<file path="src/rtl/pc_fetch_ctrl_pkg.sv">
// Shared fetch-control definitions: FSM state encoding, instruction size,
// default reset vector and the redirect-target alignment helper.
package pc_fetch_ctrl_pkg;

   typedef enum logic [1:0] {
      ST_IDLE  = 2'd0,
      ST_FETCH = 2'd1,
      ST_DRAIN = 2'd2,
      ST_FULL  = 2'd3
   } fetch_state_e;

   localparam int          INSTR_BYTES      = 4;
   localparam logic [31:0] DEFAULT_RESET_PC = 32'h0000_0000;

   // Drops the byte offset so fetches always land on a word boundary.
   function automatic logic [31:0] word_align(input logic [31:0] addr);
      return {addr[31:2], 2'b00};
   endfunction

endpackage

</file>
<file path="src/rtl/pc_fetch_ctrl.sv">
// Program counter owner and instruction-memory fetch port, with a one-entry
// output buffer handing instructions to decode over valid/ready.
module pc_fetch_ctrl
   import pc_fetch_ctrl_pkg::*;
#(
   parameter int                ADDR_W   = 32,
   parameter logic [ADDR_W-1:0] RESET_PC = ADDR_W'(DEFAULT_RESET_PC)
) (
   input  logic              clk,
   input  logic              rst_n,
   input  logic              redirect_valid,
   input  logic [ADDR_W-1:0] redirect_pc,
   output logic              imem_req,
   output logic [ADDR_W-1:0] imem_addr,
   input  logic              imem_ack,
   input  logic [ADDR_W-1:0] imem_rdata,
   output logic              inst_valid,
   input  logic              decode_ready,
   output logic [ADDR_W-1:0] inst,
   output logic [ADDR_W-1:0] inst_pc,
   output logic [ADDR_W-1:0] pc_plus4,
   output logic              misalign
);

   localparam logic [ADDR_W-1:0] STEP = ADDR_W'(INSTR_BYTES);

   fetch_state_e      state_q, state_d;
   logic [ADDR_W-1:0] pc_q, pc_d;
   logic [ADDR_W-1:0] addr_q, addr_d;
   logic [ADDR_W-1:0] inst_q, inst_d;
   logic [ADDR_W-1:0] inst_pc_q, inst_pc_d;
   logic              inst_valid_q, inst_valid_d;
   logic              misalign_q, misalign_d;
   logic [ADDR_W-1:0] target;

   assign target = {redirect_pc[ADDR_W-1:2], 2'b00};

   always_comb begin
      state_d      = state_q;
      pc_d         = pc_q;
      addr_d       = addr_q;
      inst_d       = inst_q;
      inst_pc_d    = inst_pc_q;
      inst_valid_d = inst_valid_q;
      misalign_d   = redirect_valid && (redirect_pc[1:0] != 2'b00);

      case (state_q)
         ST_IDLE: begin
            state_d = ST_FETCH;
            if (redirect_valid) begin
               pc_d   = target;
               addr_d = target;
            end
         end
         ST_FETCH: begin
            if (imem_ack) begin
               if (redirect_valid) begin
                  pc_d   = target;
                  addr_d = target;
               end else begin
                  inst_d       = imem_rdata;
                  inst_pc_d    = addr_q;
                  inst_valid_d = 1'b1;
                  pc_d         = pc_q + STEP;
                  state_d      = ST_FULL;
               end
            end else if (redirect_valid) begin
               // Address must stay put until memory answers the old request.
               pc_d    = target;
               state_d = ST_DRAIN;
            end
         end
         ST_DRAIN: begin
            if (redirect_valid) pc_d = target;
            if (imem_ack) begin
               addr_d  = redirect_valid ? target : pc_q;
               state_d = ST_FETCH;
            end
         end
         ST_FULL: begin
            if (redirect_valid) begin
               inst_valid_d = 1'b0;
               pc_d         = target;
               addr_d       = target;
               state_d      = ST_FETCH;
            end else if (decode_ready) begin
               inst_valid_d = 1'b0;
               addr_d       = pc_q;
               state_d      = ST_FETCH;
            end
         end
         default: state_d = ST_IDLE;
      endcase
   end

   always_ff @(posedge clk or negedge rst_n) begin
      if (!rst_n) begin
         state_q      <= ST_IDLE;
         pc_q         <= RESET_PC;
         addr_q       <= RESET_PC;
         inst_q       <= '0;
         inst_pc_q    <= '0;
         inst_valid_q <= 1'b0;
         misalign_q   <= 1'b0;
      end else begin
         state_q      <= state_d;
         pc_q         <= pc_d;
         addr_q       <= addr_d;
         inst_q       <= inst_d;
         inst_pc_q    <= inst_pc_d;
         inst_valid_q <= inst_valid_d;
         misalign_q   <= misalign_d;
      end
   end

   assign imem_req   = (state_q == ST_FETCH) || (state_q == ST_DRAIN);
   assign imem_addr  = addr_q;
   assign inst_valid = inst_valid_q;
   assign inst       = inst_q;
   assign inst_pc    = inst_pc_q;
   assign pc_plus4   = inst_pc_q + STEP;
   assign misalign   = misalign_q;

endmodule
</file>
<file path="config.mk">
export PLATFORM = sky130hd
export DESIGN_NAME = pc_fetch_ctrl
export DESIGN_NICKNAME = d
export VERILOG_FILES = /design/src/rtl/pc_fetch_ctrl_pkg.sv /design/src/rtl/pc_fetch_ctrl.sv
export SDC_FILE = /design/constraint.sdc
export NUM_CORES = 1
export LEC_CHECK = 0
export BUFFER_PORTS_ARGS = -buffer_cell sky130_fd_sc_hd__buf_2
export CAP_MARGIN = 20
export CORE_UTILIZATION = 56
export DETAILED_ROUTE_END_ITERATION = 7
export PLACE_DENSITY = 0.88
export SYNTH_ARGS = -nofsm -noshare
export SYNTH_HDL_FRONTEND = slang
export SYNTH_SLANG_ARGS = --single-unit
</file>
<file path="constraint.sdc">
create_clock -name clk -period 5.3 [get_ports clk]
set_clock_uncertainty 0.15 [all_clocks]
set_input_delay 0.53 -clock clk [delete_from_list [all_inputs] [get_ports clk]]
set_output_delay 0.53 -clock clk [all_outputs]
set_load 0.03 [all_outputs]
</file>
==> impl_metrics.py, run 1 <==
metrics = {
    "floorplanning": {
        "die_w_um": 109.1,
        "num_io_pins": 200,
        "die-area_um2": 11910,
        "initial_core_util_pct": 58.27,
        "coreArea_um2": 11030,
        "std_cell_rows": 38,
        "die_h_um": 109.1,
    },
    "cts": {
        "holdBufCountCts": 0,
        "clock_sinks": 132,
        "ctsResizeCount": 0,
        "cts_setup_buffers": 0,
        "clock_latency_ns": 0.41,
        "clock_tree.root_cell": "clkbuf_16",
        "cts_tree": "built",
        "htreeDepth": 4,
        "cts_made_buffers": 17,
        "path_clk_slew_ns": 0.06,
        "cts.path.max_buffers": 2,
    },
    "routing": {
        "totalWireLength_um": 16500,
        "viasPerCell": 5.809,
        "route.detailed.drc": 0,
        "vias": 5420,
        "drt_iter0_drc": 367,
        "drt_pre_antenna_iters": 5,
        "avgRoutedWirePerCell_um": 17.69,
        "ant_nets": 0,
    },
    "synth": {
        "synth_seq_area_share_pct": 51.39,
        "yosysTopAreaCell": "dfrtp_1",
        "synth.cell_area_um2": 6427,
        "synth.top_cell.area_share_pct": 51.39,
        "yosys_register_bits": 132,
        "syn_nets": 660,
        "ys_types": 44,
        "synth-warning-count": 0,
        "synthCells": 585,
        "netlist_top_cells_area": "dfrtp_1 51%, mux2_2 11%, mux2i_1 6.5%",
        "syn_area_per_cell_um2": 10.99,
    },
    "flow_run": {
        "cap_viol_max_count": 0,
    },
    "worst_setup_path": {
        "start_kind": "register",
        "worst_ep_arrival_time_ns": 2.68,
        "worst-setup-path-type": "register to output port",
        "cp-end-kind": "output port",
        "required_ns": 4.62,
        "crit_fanout": 7,
    },
    "finish": {
        "fin_nets": 853,
        "area_growth_pct": 26.81,
        "mostFrequentLayoutCell": "buf_2",
        "nFillCells": 744,
        "drive_above_1_share_pct": 38.81,
        "final_cell_mix": "198 x buf_2, 132 x dfrtp_1, 65 x mux2_2",
    },
    "sta": {
        "slew_violations": 0,
        "fin_setup_tns_ns": 0,
        "post-route-period-util_pct": 63.43,
        "fmax_mhz": 297.4,
        "setup-violations-final": 0,
        "rsz0062_at_grt": "false",
        "hold_viol_final": 8,
        "min_period_ns": 3.362,
        "timing.hold.ws_ns": -0.01296,
        "max_slew_margin_pct": 26.82,
        "worst_slew_pin_slew_ns": 1.094,
    },
    "global_route": {
        "grt_usage_pct": 28.29,
        "grt_max_degree": 76,
        "antenna_found_initial": 1,
        "grt.overflow.total": 0,
        "grt_pass1_vias": 5282,
        "grt_pass1_wl_um": 25700,
    },
    "power_and_ir_drop": {
        "peakVddDrop_mv": 0.4408,
        "power_density_nw_per_um2": 669.0,
        "total_power_mw": 5.452,
        "p_leak_nw": 3.985,
    },
    "hold_path": {
        "hp-class": "input port to async pin",
    },
    "placement": {
        "port_buffers": 199,
        "place.gp.congestion": 0.8524,
        "place_hpwl_um": 11490,
    },
    "run_status": {
        "status": "finished with violations",
        "violations": "negative hold slack",
    },
}
[final timing paths]
path,to,slack [ns],depth (start not counted),start
setup / recovery,pc_plus4[26],1.94,5,inst_pc[13]$_DFFE_PN0P_
hold / removal,pc_q[25]$_DFF_PN0_,-0.01,1,rst_n
setup reg to reg,imem_addr[21]$_DFFE_PN0P_,2.70,7,state_q[0]$_DFFE_PN0P_
hold reg to reg,inst[28]$_DFFE_PN0P_,0.35,1,inst[28]$_DFFE_PN0P_
max in group asynchronous,inst[15]$_DFFE_PN0P_,3.82,2,rst_n
min in group clk,pc_q[2]$_DFF_PN0_,0.19,3,redirect_pc[2]
[power by group]
group | switching (mW) | leakage (nW) | internal, mW
combinational | 1.67 | 2.11 | 0.828
clock | 0.433 | 0.276 | 0.728
sequential | 0.399 | 1.60 | 1.40
[metal layers]
metal	part of all wire [%]	vias to the layer above	track usage, %
li1	-	2491	-
met1	40	2647	34.69
met2	51	254	49.01
met3	6.9	28	5.738
met4	1.8	0	10.52
met5	0	-	0
[state kept, by name, indices dropped and copies added, names as in the netlist]
name / flops
inst: 32
inst_valid: 1
pc_q: 32
state_q: 2
imem_addr: 32
inst_pc: 32
misalign: 1
[stage by stage]
stage / cell area [µm²] / worst slack (ns) / hold WS, ns / util, % / cells
2_1_floorplan: 6427 / 2.377 / 0.08441 / - / 585
3_3_place_gp: 7550 / 1.866 / 0.3319 / 68.44 / 899
3_5_place_dp: 7550 / 1.772 / 0.3252 / 68.44 / 899
4_1_cts: 8145 / 1.895 / 0.009243 / 73.84 / 931
5_1_grt: 8148 / 1.794 / 0.03674 / 73.87 / 932
6_report: 8150 / 1.938 / -0.01296 / 73.89 / 933
[critical path, stage by stage, from the launching register on]
cell and delay (ns):
dfrtp_1 0.47, nand3_1 0.17, nor4_1 0.89, nand3_1 0.26, xnor2_1 0.26, buf_2 0.23
[layout make-up]
class	instances	area (µm²)	area share, %
antenna	2	5.005	0.06141
clock buffer	20	466.7	5.726
clock inverter	12	128.9	1.581
inverter	14	52.55	0.6448
multi-input combinational	410	2987	36.64
sequential	132	3303	40.53
tap	140	175.2	2.149
timing repair buffer	203	1032	12.67
[cell usage after synthesis, drive strengths merged]
library cell / number
dfrtp: 132
mux2: 65
nand2: 53
o21ai: 50
mux2i: 42
nand3: 30
xnor2: 29
nand4: 20
nor2: 20
clkbuf: 19
inv: 14
nor3: 11
a31oi: 10
buf: 10
a21oi: 9
and3: 9
or3: 9
xor2: 8
ha: 6
nor4: 6
a22oi: 5
and2: 3
and4: 3
nor2b: 3
or4: 3
a211oi: 2
nand4b: 2
o211ai: 2
a211o: 1
a221oi: 1
o211a: 1
o21bai: 1
o22a: 1
o22ai: 1
o2bb2ai: 1
o311a: 1
o311ai: 1
or3b: 1
[cell families (layout without fill, tap and decap cells)]
family          count (synthesis)  count (layout)  synth area share [%]
xor+xnor                       37              37                 5.042
mux                           107             107                 17.93
compound gates                 87              87                 7.826
other cells                     0               2                     0
flops                         132             132                 51.39
fa+ha+maj                       6               6                 1.168
buf+inv                        43             249                 2.784
simple gates                  173             173                 13.86
No activity file was read; power rests on OpenSTA's default activity.
==> inputs of run 2 (changes only) <==
- CORE_UTILIZATION: 56 -> 52
- PLACE_DENSITY: 0.88 -> 0.83
- clock period: 5.3 -> 3.5 ns (I/O delays scaled with it)
==> impl_metrics.py, run 2 (synthesis results as in run 1) <==
metrics = {
    "power_and_ir_drop": {
        "power_density_nw_per_um2": 996.9,
        "p_leak_nw": 4.059,
        "peakVddDrop_mv": 0.6040,
        "total_power_mw": 8.255,
    },
    "global_route": {
        "grt_max_degree": 121,
        "grt_pass1_vias": 5077,
        "grt.overflow.total": 0,
        "grt_usage_pct": 25.66,
        "grt_pass1_wl_um": 25240,
        "antenna_found_initial": 1,
    },
    "floorplanning": {
        "die_w_um": 113.2,
        "initial_core_util_pct": 53.51,
        "num_io_pins": 200,
        "coreArea_um2": 12010,
        "std_cell_rows": 40,
        "die-area_um2": 12810,
        "die_h_um": 113.2,
    },
    "finish": {
        "final_cells": 948,
        "n_antenna_cell": 0,
        "fin_nets": 864,
        "final_util_pct": 68.94,
        "area_growth_pct": 28.83,
        "nFillCells": 904,
        "drive_above_1_share_pct": 38.83,
        "final_cell_mix": "198 x buf_2, 132 x dfrtp_1, 65 x mux2_2",
        "mostFrequentLayoutCell": "buf_2",
    },
    "cts": {
        "clock_sinks": 132,
        "path_clk_slew_ns": 0.05,
        "cts.path.max_buffers": 2,
        "ctsResizeCount": 0,
        "cts_setup_buffers": 0,
        "cts_tree": "built",
        "htreeDepth": 4,
        "clock_tree.root_cell": "clkbuf_16",
        "cts_made_buffers": 17,
        "clock_latency_ns": 0.42,
    },
    "sta": {
        "min_period_ns": 2.826,
        "setup_slack_ns": 0.6744,
        "post-route-period-util_pct": 80.73,
        "worst_slew_pin_slew_ns": 0.9364,
        "hold_viol_final": 0,
        "max_slew_margin_pct": 37.57,
        "fin_setup_tns_ns": 0,
        "fmax_mhz": 353.9,
        "slew_violations": 0,
        "setup-violations-final": 0,
        "rsz0062_at_grt": "false",
    },
    "placement": {
        "dp.cells": 911,
        "preCtsSetupSlack_ns": 0.9532,
        "port_buffers": 199,
        "place_hpwl_um": 11260,
        "place.gp.congestion": 0.8350,
    },
    "worst_setup_path": {
        "worst-setup-path-type": "register to output port",
        "cp-end-kind": "output port",
        "max_stage_delay_ns": 0.47,
        "start_kind": "register",
        "worst_ep_arrival_time_ns": 2.33,
        "cp_top_family": "simple AND/OR/NAND/NOR gates",
        "required_ns": 3.00,
        "crit_buf_inv": 2,
        "crit_fanout": 9,
        "cp_cell_sequence": "ha_1, nand4_1, nor3_1, buf_4, nand4_1, xnor2_1, buf_2",
        "cpMostUsedCell": "nand4_1",
        "slowest_stage": "dfrtp_1",
    },
    "routing": {
        "viasPerCell": 5.593,
        "route.detailed.drc": 0,
        "avgRoutedWirePerCell_um": 16.76,
        "ant_nets": 0,
        "vias": 5302,
        "drt_pre_antenna_iters": 4,
        "drt_iter0_drc": 335,
        "totalWireLength_um": 15890,
    },
    "flow_run": {
        "cap_viol_max_count": 0,
    },
    "hold_path": {
        "hp-class": "input port to register",
    },
    "run_status": {
        "status": "finished, final reports clean",
    },
}
-- run 2: cell count changes in the layout (fill, tap and decap cells not counted), sizes merged --
cell / delta
diode: -2
clkinv: +1
clkbuf: +2
inv: -1
dlygate4sd3: +5
clkinvlp: -3
buf: +6
-- run 2: tightest hold or removal path, stage by stage --
cell     delay [ns]
buf_2          0.08
nand2_1        0.04
o21ai_0        0.06
-- run 2: timing repair --
action,4_1_cts,5_1_grt
endpoints found under the setup margin,0,0
endpoints found under the hold margin,2,47
hold buffers,3,2
-- run 2: power by group --
part	total, mW	internal (mW)	switching [mW]
sequential	2.70	2.12	0.578
combinational	3.82	1.30	2.52
clock	1.74	1.11	0.626
total	8.25	4.53	3.73
-- run 2: cell type report --
class / count / area [µm²] / share of cell area [%]
clock buffer: 22 / 484.2 / 5.848
clock inverter: 9 / 102.6 / 1.239
inverter: 14 / 52.55 / 0.6346
multi-input combinational: 410 / 2987 / 36.07
sequential: 132 / 3303 / 39.89
tap: 147 / 183.9 / 2.221
timing repair buffer: 214 / 1167 / 14.10
-- run 2: path summary, 6_finish.rpt --
check / start / end / cells past startpoint / slack, ns
setup reg to reg: state_q[0]$_DFFE_PN0P_ / imem_addr[21]$_DFFE_PN0P_ / 8 / 1.00
hold reg to reg: pc_q[31]$_DFF_PN0_ / pc_q[31]$_DFF_PN0_ / 1 / 0.33
max in group asynchronous: rst_n / inst[28]$_DFFE_PN0P_ / 3 / 2.22
setup / recovery: inst_pc[2]$_DFFE_PN0P_ / pc_plus4[18] / 7 / 0.67
hold / removal: redirect_pc[12] / pc_q[12]$_DFF_PN0_ / 3 / 0.01
min in group asynchronous: rst_n / imem_addr[25]$_DFFE_PN0P_ / 2 / 0.27
-- run 2: layer usage --
layer,track usage (%),up-vias,part of all wire (%)
met4,10.79,2,1.4
li1,-,2525,-
met5,0,-,0.082
met3,6.374,19,4.9
met1,30.97,2578,42
met2,43.89,178,52
-- run 2: metrics by stage --
stage / cell area, µm² / hold WS [ns]
global placement: 7589 / 0.3096
floorplan: 6427 / -0.09559
detailed placement: 7616 / 0.3168
global route: 8280 / 0.003731
CTS: 8233 / 0.001422
finish: 8280 / 0.01452
